$ cat config.mk
export PLATFORM = sky130hd
export DESIGN_NAME = proc_control
export DESIGN_NICKNAME = d
export VERILOG_FILES = /design/src/rtl/proc_control.sv
export SDC_FILE = /design/constraint.sdc
export NUM_CORES = 1
export LEC_CHECK = 0
export CAP_MARGIN = 25
export CORE_AREA = 3 3 53 55
export CTS_CLUSTER_DIAMETER = 30
export DETAILED_ROUTE_END_ITERATION = 8
export DIE_AREA = 0 0 56 58
export PLACE_DENSITY = 0.77
export REMOVE_ABC_BUFFERS = 1
export SLEW_MARGIN = 0
export SYNTH_ARGS = -nofsm -noshare
export SYNTH_HDL_FRONTEND = slang
export SYNTH_SLANG_ARGS = --single-unit
$ cat constraint.sdc
create_clock -name Clock -period 1.8 [get_ports Clock]
set_clock_uncertainty 0.2 [all_clocks]
set_input_delay 0.45 -clock Clock [delete_from_list [all_inputs] [get_ports Clock]]
set_output_delay 0.45 -clock Clock [all_outputs]
set_load 0.005 [all_outputs]
$ cat src/rtl/proc_control.sv
// proc_control: T0-T3 sequencer for the 16-bit simple processor (mv, mvi, add, sub).
// Optional feature: define PROC_CTRL_MVNZ_EN to add opcode 100 (mvnz Rx,Ry).
`default_nettype none

module proc_control #(
  parameter int DIN_W = 16
) (
  input  logic             Clock,
  input  logic             Reset,
  input  logic             Run,
  input  logic [DIN_W-1:0] DIN,
  input  logic             Gnz,
  output logic [0:7]       Rout,
  output logic             Gout,
  output logic             DINout,
  output logic [0:7]       Rin,
  output logic             Ain,
  output logic             Gin,
  output logic             AddSub,
  output logic             IRin,
  output logic             Done,
  output logic [1:0]       Tstep
);

  localparam logic [1:0] T0 = 2'd0;
  localparam logic [1:0] T1 = 2'd1;
  localparam logic [1:0] T2 = 2'd2;
  localparam logic [1:0] T3 = 2'd3;

  localparam logic [2:0] OP_MV   = 3'b000;
  localparam logic [2:0] OP_MVI  = 3'b001;
  localparam logic [2:0] OP_ADD  = 3'b010;
  localparam logic [2:0] OP_SUB  = 3'b011;
  localparam logic [2:0] OP_MVNZ = 3'b100;

  logic [1:0] step_q, step_d;
  logic [8:0] ir_q, ir_d;
  logic [2:0] op, rx, ry;

  // Upper DIN bits carry only immediates for the datapath; Gnz is idle without mvnz.
  logic unused_inputs;
  assign unused_inputs = ^{DIN, Gnz};

  assign op    = ir_q[8:6];
  assign rx    = ir_q[5:3];
  assign ry    = ir_q[2:0];
  assign Tstep = step_q;

  always_ff @(posedge Clock) begin
    if (Reset) begin
      step_q <= T0;
      ir_q   <= 9'd0;
    end else begin
      step_q <= step_d;
      ir_q   <= ir_d;
    end
  end

  always_comb begin
    Rout   = 8'd0;
    Rin    = 8'd0;
    Gout   = 1'b0;
    DINout = 1'b0;
    Ain    = 1'b0;
    Gin    = 1'b0;
    AddSub = 1'b0;
    IRin   = 1'b0;
    Done   = 1'b0;
    step_d = step_q;
    ir_d   = ir_q;

    case (step_q)
      T0: begin
        if (Run) begin
          IRin   = 1'b1;
          ir_d   = DIN[8:0];
          step_d = T1;
        end
      end
      T1: begin
        case (op)
          OP_MV: begin
            Rout[ry] = 1'b1;
            Rin[rx]  = 1'b1;
            Done     = 1'b1;
          end
          OP_MVI: begin
            DINout  = 1'b1;
            Rin[rx] = 1'b1;
            Done    = 1'b1;
          end
          OP_ADD, OP_SUB: begin
            Rout[rx] = 1'b1;
            Ain      = 1'b1;
          end
`ifdef PROC_CTRL_MVNZ_EN
          OP_MVNZ: begin
            if (Gnz) begin
              Rout[ry] = 1'b1;
              Rin[rx]  = 1'b1;
            end
            Done = 1'b1;
          end
`endif
          default: Done = 1'b1;
        endcase
        step_d = Done ? T0 : T2;
      end
      T2: begin
        Rout[ry] = 1'b1;
        Gin      = 1'b1;
        AddSub   = (op == OP_SUB);
        step_d   = T3;
      end
      default: begin
        Gout    = 1'b1;
        Rin[rx] = 1'b1;
        Done    = 1'b1;
        step_d  = T0;
      end
    endcase

    // Reset silences every strobe so nothing loads during the reset cycle.
    if (Reset) begin
      Rout   = 8'd0;
      Rin    = 8'd0;
      Gout   = 1'b0;
      DINout = 1'b0;
      Ain    = 1'b0;
      Gin    = 1'b0;
      AddSub = 1'b0;
      IRin   = 1'b0;
      Done   = 1'b0;
    end
  end

endmodule

`default_nettype wire

# Word level (Yosys, flattened, before mapping)
# Index checks and enable logic that the tools add are counted.
# Widths: inputs -> output; s select.
[classes]
n_eq_ne = 6
muxes = 32
order_cmp = 4
reduce_logical = 9
bitwise = 2
[ops]
columns = ["cell", "count"]
rows = [
  ["$pmux 8 s2", 3],
  ["$mux 8", 3],
  ["$mux 1", 20],
  ["$ge 4x4->1 const B", 2],
  ["$lt 4x1->1 const B", 2],
  ["$not 3->4", 2],
  ["$demux 1 s3", 2],
  ["$eq 3x2->1 const B", 2],
  ["$pmux 2 s3", 1],
  ["$reduce_or 2->1", 3],
  ["$mux 2", 2],
  ["$eq 3x1->1 const B", 1],
  ["$logic_not 3->1", 1],
  ["$reduce_or 3->1", 1],
  ["$eq 2x1->1 const B", 1],
  ["$eq 2x2->1 const B", 1],
  ["$logic_and 1x1->1", 2],
  ["$logic_not 2->1", 1],
  ["$ne 2x2->1 const B", 1],
  ["$pmux 1 s2", 1],
  ["$reduce_and 2->1", 1],
]
[word_totals]
out_inout_bits = 25
wordCells = 55
ff_bits = 11
inputBits = 20

# Depth between registers and ports, before layout
# Gate-level depths: netlist of run 1.
[depth]
ltp_word = 8
depth_mapped = 6
mapped_depth_nobuf = 5

# Worst setup path after synthesis of run 1
# OpenSTA, ideal clock, no wires.
[synth_path]
kind = "register to output"
start = "register step_q[0] (netlist: Tstep[0])"
end = "output port Rout[4] in the netlist's numbering"
stages_incl_launch_ff = 6
setup_slack_ns = -0.195
arrival_time_ns = 1.345
t_required_ns = 1.150
path_buffers = 0
path_cell_list = "dfxtp_1 -> inv_1 -> ha_1 -> nor2b_2 -> nand4_1 -> o22ai_1"
[synth_between]
elab_chain_len = 3
elab_cells_between_ends = 4
cone_classes = "eq/ne: 2; mux: 2"
[synth_rtl]
columns = ["element", "line", "source"]
rows = [
  ["start: declaration", "36", "logic [1:0] step_q, step_d;"],
  ["start signal: assignment", "54", "step_q <= step_d;"],
  ["$eq 2x2->1 or $eq 2x1->1 (tied branches)", "72", "case (step_q)"],
  ["$pmux 8 s2 *", "72", ""],
  ["$mux 8 *", "124", "if (Reset) begin"],
  ["end: declaration", "13", "output logic [0:7] Rout,"],
]
# Every way passes the cells marked *; elsewhere a longest branch is shown, timed or not.

# Final worst setup path of run 1
[layout_path]
start = "register step_q[1] (netlist: Tstep[1])"
end = "output port Rout[6] in the netlist's numbering"
# Same word-level chain as after synthesis.

==> flow_summary.toml, run 1 <==
[critical_path]
worst_r2r_path_depth = 8
cp_max_fo = 5
crit_type = "register to output port"
critPathSlowestCell = "dfxtp_2"
r2r_slack_ps = 80
arrival_ps = 1770
crit_chain = "inv_4 -> ha_4 -> nor2b_4 -> nand4_1 -> buf_4 -> o22ai_2 -> buf_2"
cp-start-kind = "register"
max_stage_delay_ps = 360
timing.rr.start = "Tstep[0]"
cp-end-kind = "output port"
crit_required_ps = 1150
regToRegEndpoint = "ir_q[4]"

[status]
violations = "negative setup slack"
outcome = "complete, but fails checks"

[place]
io_buffers = 36
gp_congestion = 0.909
placed_cell_area_um2 = 1260
dpl.hpwl_um = 1920
pre_cts_ws_ps = -937

[grt]
antenna_found_initial = 0
grt_pass1_wl_um = 4960
gr-total-overflow = 0
grt_start_max_net_pins = 11
grt_pass1_vias = 1062
track_usage_pct = 19.6

[hold_path]
hp-class = "register to register"
hp-start = "ir_q[3]"
min_to = "ir_q[3]"
hold_depth = 2

[timing]
period_minus_slack_ps = 2420
slew_violations = 0
worst_slack_ps = -616
finalHoldViolCount = 0
period_share_pct = 134
clock.fmax_mhz = 414
rsz0062_at_grt = "true"
fin_tns_setup_ps = -10780
hold_ws_ps = 295
worst_slew_pin_slew_ps = 357
relSlewSlack_pct = 76.2
setup_viol = 23

[synthesis]
ys_warn_count = 0
synth_top_area_share_pct = 28.2
synth_edf_count = 0
yosysSeqAreaShare_pct = 28.2
synth.avg_cell_area_um2 = 7.37
ys_ff_latch = 11
post-synth-top-area-cell = "dfxtp_1"
synth_cells = 106
ys_types = 34
synthTopCellsByCount = "22 x nand2_1, 11 x dfxtp_1, 10 x a21oi_1"
synth_area_leaders = "dfxtp_1 28%, nand2_1 11%, ha_1 8.0%"
async_flop_share_pct = 0
synthesis.area_um2 = 781
yosys_most_used_dff = "dfxtp_1"
synthMostInstantiatedCell = "nand2_1"

[pwr]
p_leak_nw = 0.705
peakVddDrop_uv = 396
p_per_area_nw_per_um2 = 437

[die]
initial_core_util_pct = 32.1
die_area_um2 = 3250
die_w_um = 56
ioPinCount = 45
die_h_um = 58
core_um2 = 2430
core.rowCount = 18

[routing]
via_per_inst = 5.34
antenna_left = 0
wire_per_inst_um = 16.5
dr.pass1.iters = 4
drt_iter0_markers = 36
drc = 0
wirelength_um = 3440
vias = 1117

[final_layout]
layout-drive-gt1-share_pct = 59.8
nets = 205
area_growth_pct = 110
utilization_pct = 67.4
fillers = 186
fin_area_um2 = 1640
num_antenna_cells = 0

[clock_network]
cts_hold_buffers = 0
cts_tree = "yes"
cts_sinks = 11
cts_root_buffer = "clkbuf_4"
clock_latency_ps = 270
ctsHtreeMaxLevel = 1
clk_path_buf_depth = 2
numCtsBuffers = 3
clk_pin_slew_ps = 70

[flow_run]
drv_cap = 0
-- report_power, final --
part	switching, mW	leakage, nW	total, mW	internal, mW
sequential	0.0264	0.0915	0.285	0.258
combinational	0.121	0.598	0.264	0.143
clock	0.0832	0.0150	0.169	0.0858
-- cell families after synthesis --
family	count (synthesis)	share of synthesized area [%]
compound gates	25	20.2
buf+inv	9	5.45
fa+ha+maj	5	8.01
flops	11	28.2
simple gates	56	38.1
-- cells in the final DEF, fill, tap and decap left out, types with 2 or more instances in the layout --
cell type and instances:
a21oi_1 10, buf_2 22, buf_4 28, buf_6 13
clkbuf_4 3, clkdlybuf4s50_1 9, dfxtp_1 9, ha_4 4
inv_4 2, nand2_1 20, nand2b_1 4, nand3b_1 2
nor2_1 4, nor2_2 4, nor2b_4 4, nor3_2 3
o22ai_2 4, o32ai_2 4, or2_2 2
-- stage by stage --
stage | cells | total power [mW]
after floorplan | 100 | 0.354
after global placement | 181 | 0.447
after detailed placement | 181 | 0.453
after CTS | 204 | 0.677
after global routing | 209 | 0.760
final | 209 | 0.717
-- layer usage --
layer / global-route usage, % / vias up / part of all wire [%]
met5: 0 / - / 0
met4: 10.5 / 0 / 3.0
met3: 5.57 / 12 / 6.1
met2: 35.1 / 44 / 52
met1: 20.9 / 539 / 39
li1: - / 522 / -
-- how the worst max path moves through the flow --
stage	startpoint	end	slack, ps	cells past startpoint
after floorplan	Tstep[0]	Rout[4]	-190	5
after global placement	Reset	Rout[3]	-910	5
after detailed placement	Reset	Rout[0]	-940	5
after CTS	Tstep[0]	Rout[3]	-560	7
after global routing	Tstep[1]	Rout[6]	-690	7
final	Tstep[1]	Rout[6]	-620	7
-- critical path, delay by kind of cell, from the launching register on --
kind	cells	cell delay, ps
buf+inv	3	380
flops	1	360
simple gates	2	350
fa+ha+maj	1	260
compound gates	1	140
-- repair_timing --
action,CTS,global route
pin swaps,19,14
buffers inserted,19,7
endpoints found under the setup margin,25,25
resized for setup,145,20
-- state kept, by name, indices dropped and copies added, names as in the netlist --
signal,cells
ir_q,9
Tstep,2
-- layout make-up --
type	count	area [um^2]	area share, %
multi-input combinational	86	746	45.5
timing repair buffer	75	589	35.9
sequential	11	225	13.7
tap	30	37.5	2.29
clock buffer	4	26.3	1.60
inverter	3	16.3	0.992
Note: power is estimated with default switching activity, not from simulation.
==> run 2, diff against run 1 <==
MAX_ROUTING_LAYER = met4   (was not set)
PLACE_DENSITY = 0.72   (was 0.77)
==> run 2 against run 1 <==
  * The flow still finishes with violations (negative setup slack)
  * Sequential power barely moved
  * Global-route usage barely moved
  * Die area stayed put
  * Sequential cell count is the same
  * Worst hold slack better by 1.8 ps
  * Combinational power fell by 3%
  * Cell count is 1.9% lower
  * First-iteration DRC count is 36% lower
  * Wire length is 3.7% lower
  * Critical path type unchanged
  * Largest cell class unchanged
==> flow_summary.toml, run 2 (synthesis gave the netlist of run 1 again) <==
[timing]
relSlewSlack_pct = 75.5
worst_slew_pin_slew_ps = 367
slew_violations = 0
rsz0062_at_grt = "true"
period_minus_slack_ps = 2480
hold_ws_ps = 297
setup_viol = 23
finalHoldViolCount = 0
period_share_pct = 138
worst_slack_ps = -679
clock.fmax_mhz = 403
fin_tns_setup_ps = -11650

[critical_path]
worst_r2r_path_depth = 8
crit_type = "register to output port"
cp_max_fo = 4
crit_required_ps = 1150
cp-start-kind = "register"
timing.rr.start = "Tstep[0]"
worstSetupEndpoint = "Rout[7]"
regToRegEndpoint = "Tstep[1]"
arrival_ps = 1830
r2r_slack_ps = 130
cp-end-kind = "output port"
setup.worst_path.start = "Tstep[0]"

[grt]
gr-total-overflow = 0
track_usage_pct = 19.7
grt_pass1_wl_um = 4910
antenna_found_initial = 0
grt_pass1_vias = 1088
grt_start_max_net_pins = 13

[routing]
wire_per_inst_um = 16.2
drt_iter0_markers = 23
drc = 0
dr.pass1.iters = 4
wirelength_um = 3320
antenna_left = 0
via_per_inst = 5.39
vias = 1105

[place]
placed_cell_area_um2 = 1270
dpl.hpwl_um = 1970
io_buffers = 36
placed_cells = 183
gp_congestion = 0.852

[die]
ioPinCount = 45
initial_core_util_pct = 32.1
die_w_um = 56
die_h_um = 58
core_um2 = 2430
die_area_um2 = 3250
core.rowCount = 18

[final_layout]
regMostFlops = "ir_q"
fillers = 188
fin_area_um2 = 1600
most-common-layout-cells = "23 x buf_4, 21 x buf_2, 20 x nand2_1, 15 x buf_6, 10 x a21oi_1"
nets = 201
area_growth_pct = 104
utilization_pct = 65.6
largest_register_ffs = 9
layout-drive-gt1-share_pct = 57.7
num_antenna_cells = 0
layout_commonest_cell = "buf_4"
instances_no_fill = 205

[pwr]
p_per_area_nw_per_um2 = 447
p_switching_mw = 0.229
switching_share_pct = 32.2
p_leak_nw = 0.686
p_clk_share_pct = 24.4
power_frac_comb_pct = 36.1
p_int_mw = 0.484
peakVddDrop_uv = 429
seq_power_share_pct = 39.6

[clock_network]
clk_pin_slew_ps = 80
cts_sinks = 11
ctsHtreeMaxLevel = 1
clock_latency_ps = 270
clk_path_buf_depth = 2
numCtsBuffers = 3
cts_tree = "yes"
cts_root_buffer = "clkbuf_4"

[hold_path]
hp-class = "register to register"
hp-start = "ir_q[4]"

[status]
outcome = "complete, but fails checks"
violations = "negative setup slack"

[flow_run]
drv_cap = 0
run 2: cell count changes in the layout (fill, tap and decap cells not counted), moves of 2 or more:
cell     before  now
buf_6        13   15
o22ai_2       4    1
buf_4        28   23
o22ai_1       0    3
run 2: worst min-delay path by stage:
stage / end / cells after the start
finish: ir_q[4] / 2
global route: ir_q[4] / 2
CTS: ir_q[4] / 2
global placement: ir_q[4] / 2
floorplan: ir_q[4] / 2
detailed placement: ir_q[4] / 2
run 2: through the flow:
step           setup slack, ps  power [mW]
6_report                  -679       0.713
5_1_grt                   -756       0.755
4_1_cts                   -619       0.684
3_5_place_dp              -968       0.461
3_3_place_gp              -898       0.455
2_1_floorplan             -194       0.354
run 2: what timing repair did:
action,in CTS,in global routing
setup endpoints to repair,25,24
hold buffers,0,0
pin swaps,21,20
gates resized for setup,145,20
buffers inserted,14,8
run 2: layer usage:
layer / global-route usage [%] / up-vias / share of wire, %
li1: - / 510 / -
met1: 19.8 / 520 / 38
met2: 36.4 / 61 / 51
met3: 3.79 / 14 / 6.9
met4: 9.49 / 0 / 3.8
met5: - / - / 0
run 2: power groups by stage:
| stage | clock network (mW) | registers (mW) | logic [mW] |
|---|---|---|---|
| after CTS | 0.176 | 0.279 | 0.229 |
| after detailed placement | 0 | 0.281 | 0.179 |
| after global placement | 0 | 0.280 | 0.175 |
| final | 0.174 | 0.282 | 0.257 |
| after global routing | 0.193 | 0.284 | 0.277 |
| after floorplan | 0 | 0.282 | 0.0723 |
run 2: layout make-up:
cell class	instances	area, um^2	area share [%]
Clock buffer	4	26.3	1.65
Tap cell	30	37.5	2.35
Multi-Input combinational cell	86	733	46.0
Sequential cell	11	223	14.0
Timing Repair Buffer	71	562	35.2
Inverter	3	13.8	0.863
run 2: worst max-delay path, cell delays in order, from the launching register on:
cell and delay, ps:
dfxtp_2 350, buf_6 110, buf_6 90, ha_4 140, nor4b_4 270, buf_4 180, o21ai_4 60, o22ai_1 190
buf_2 170
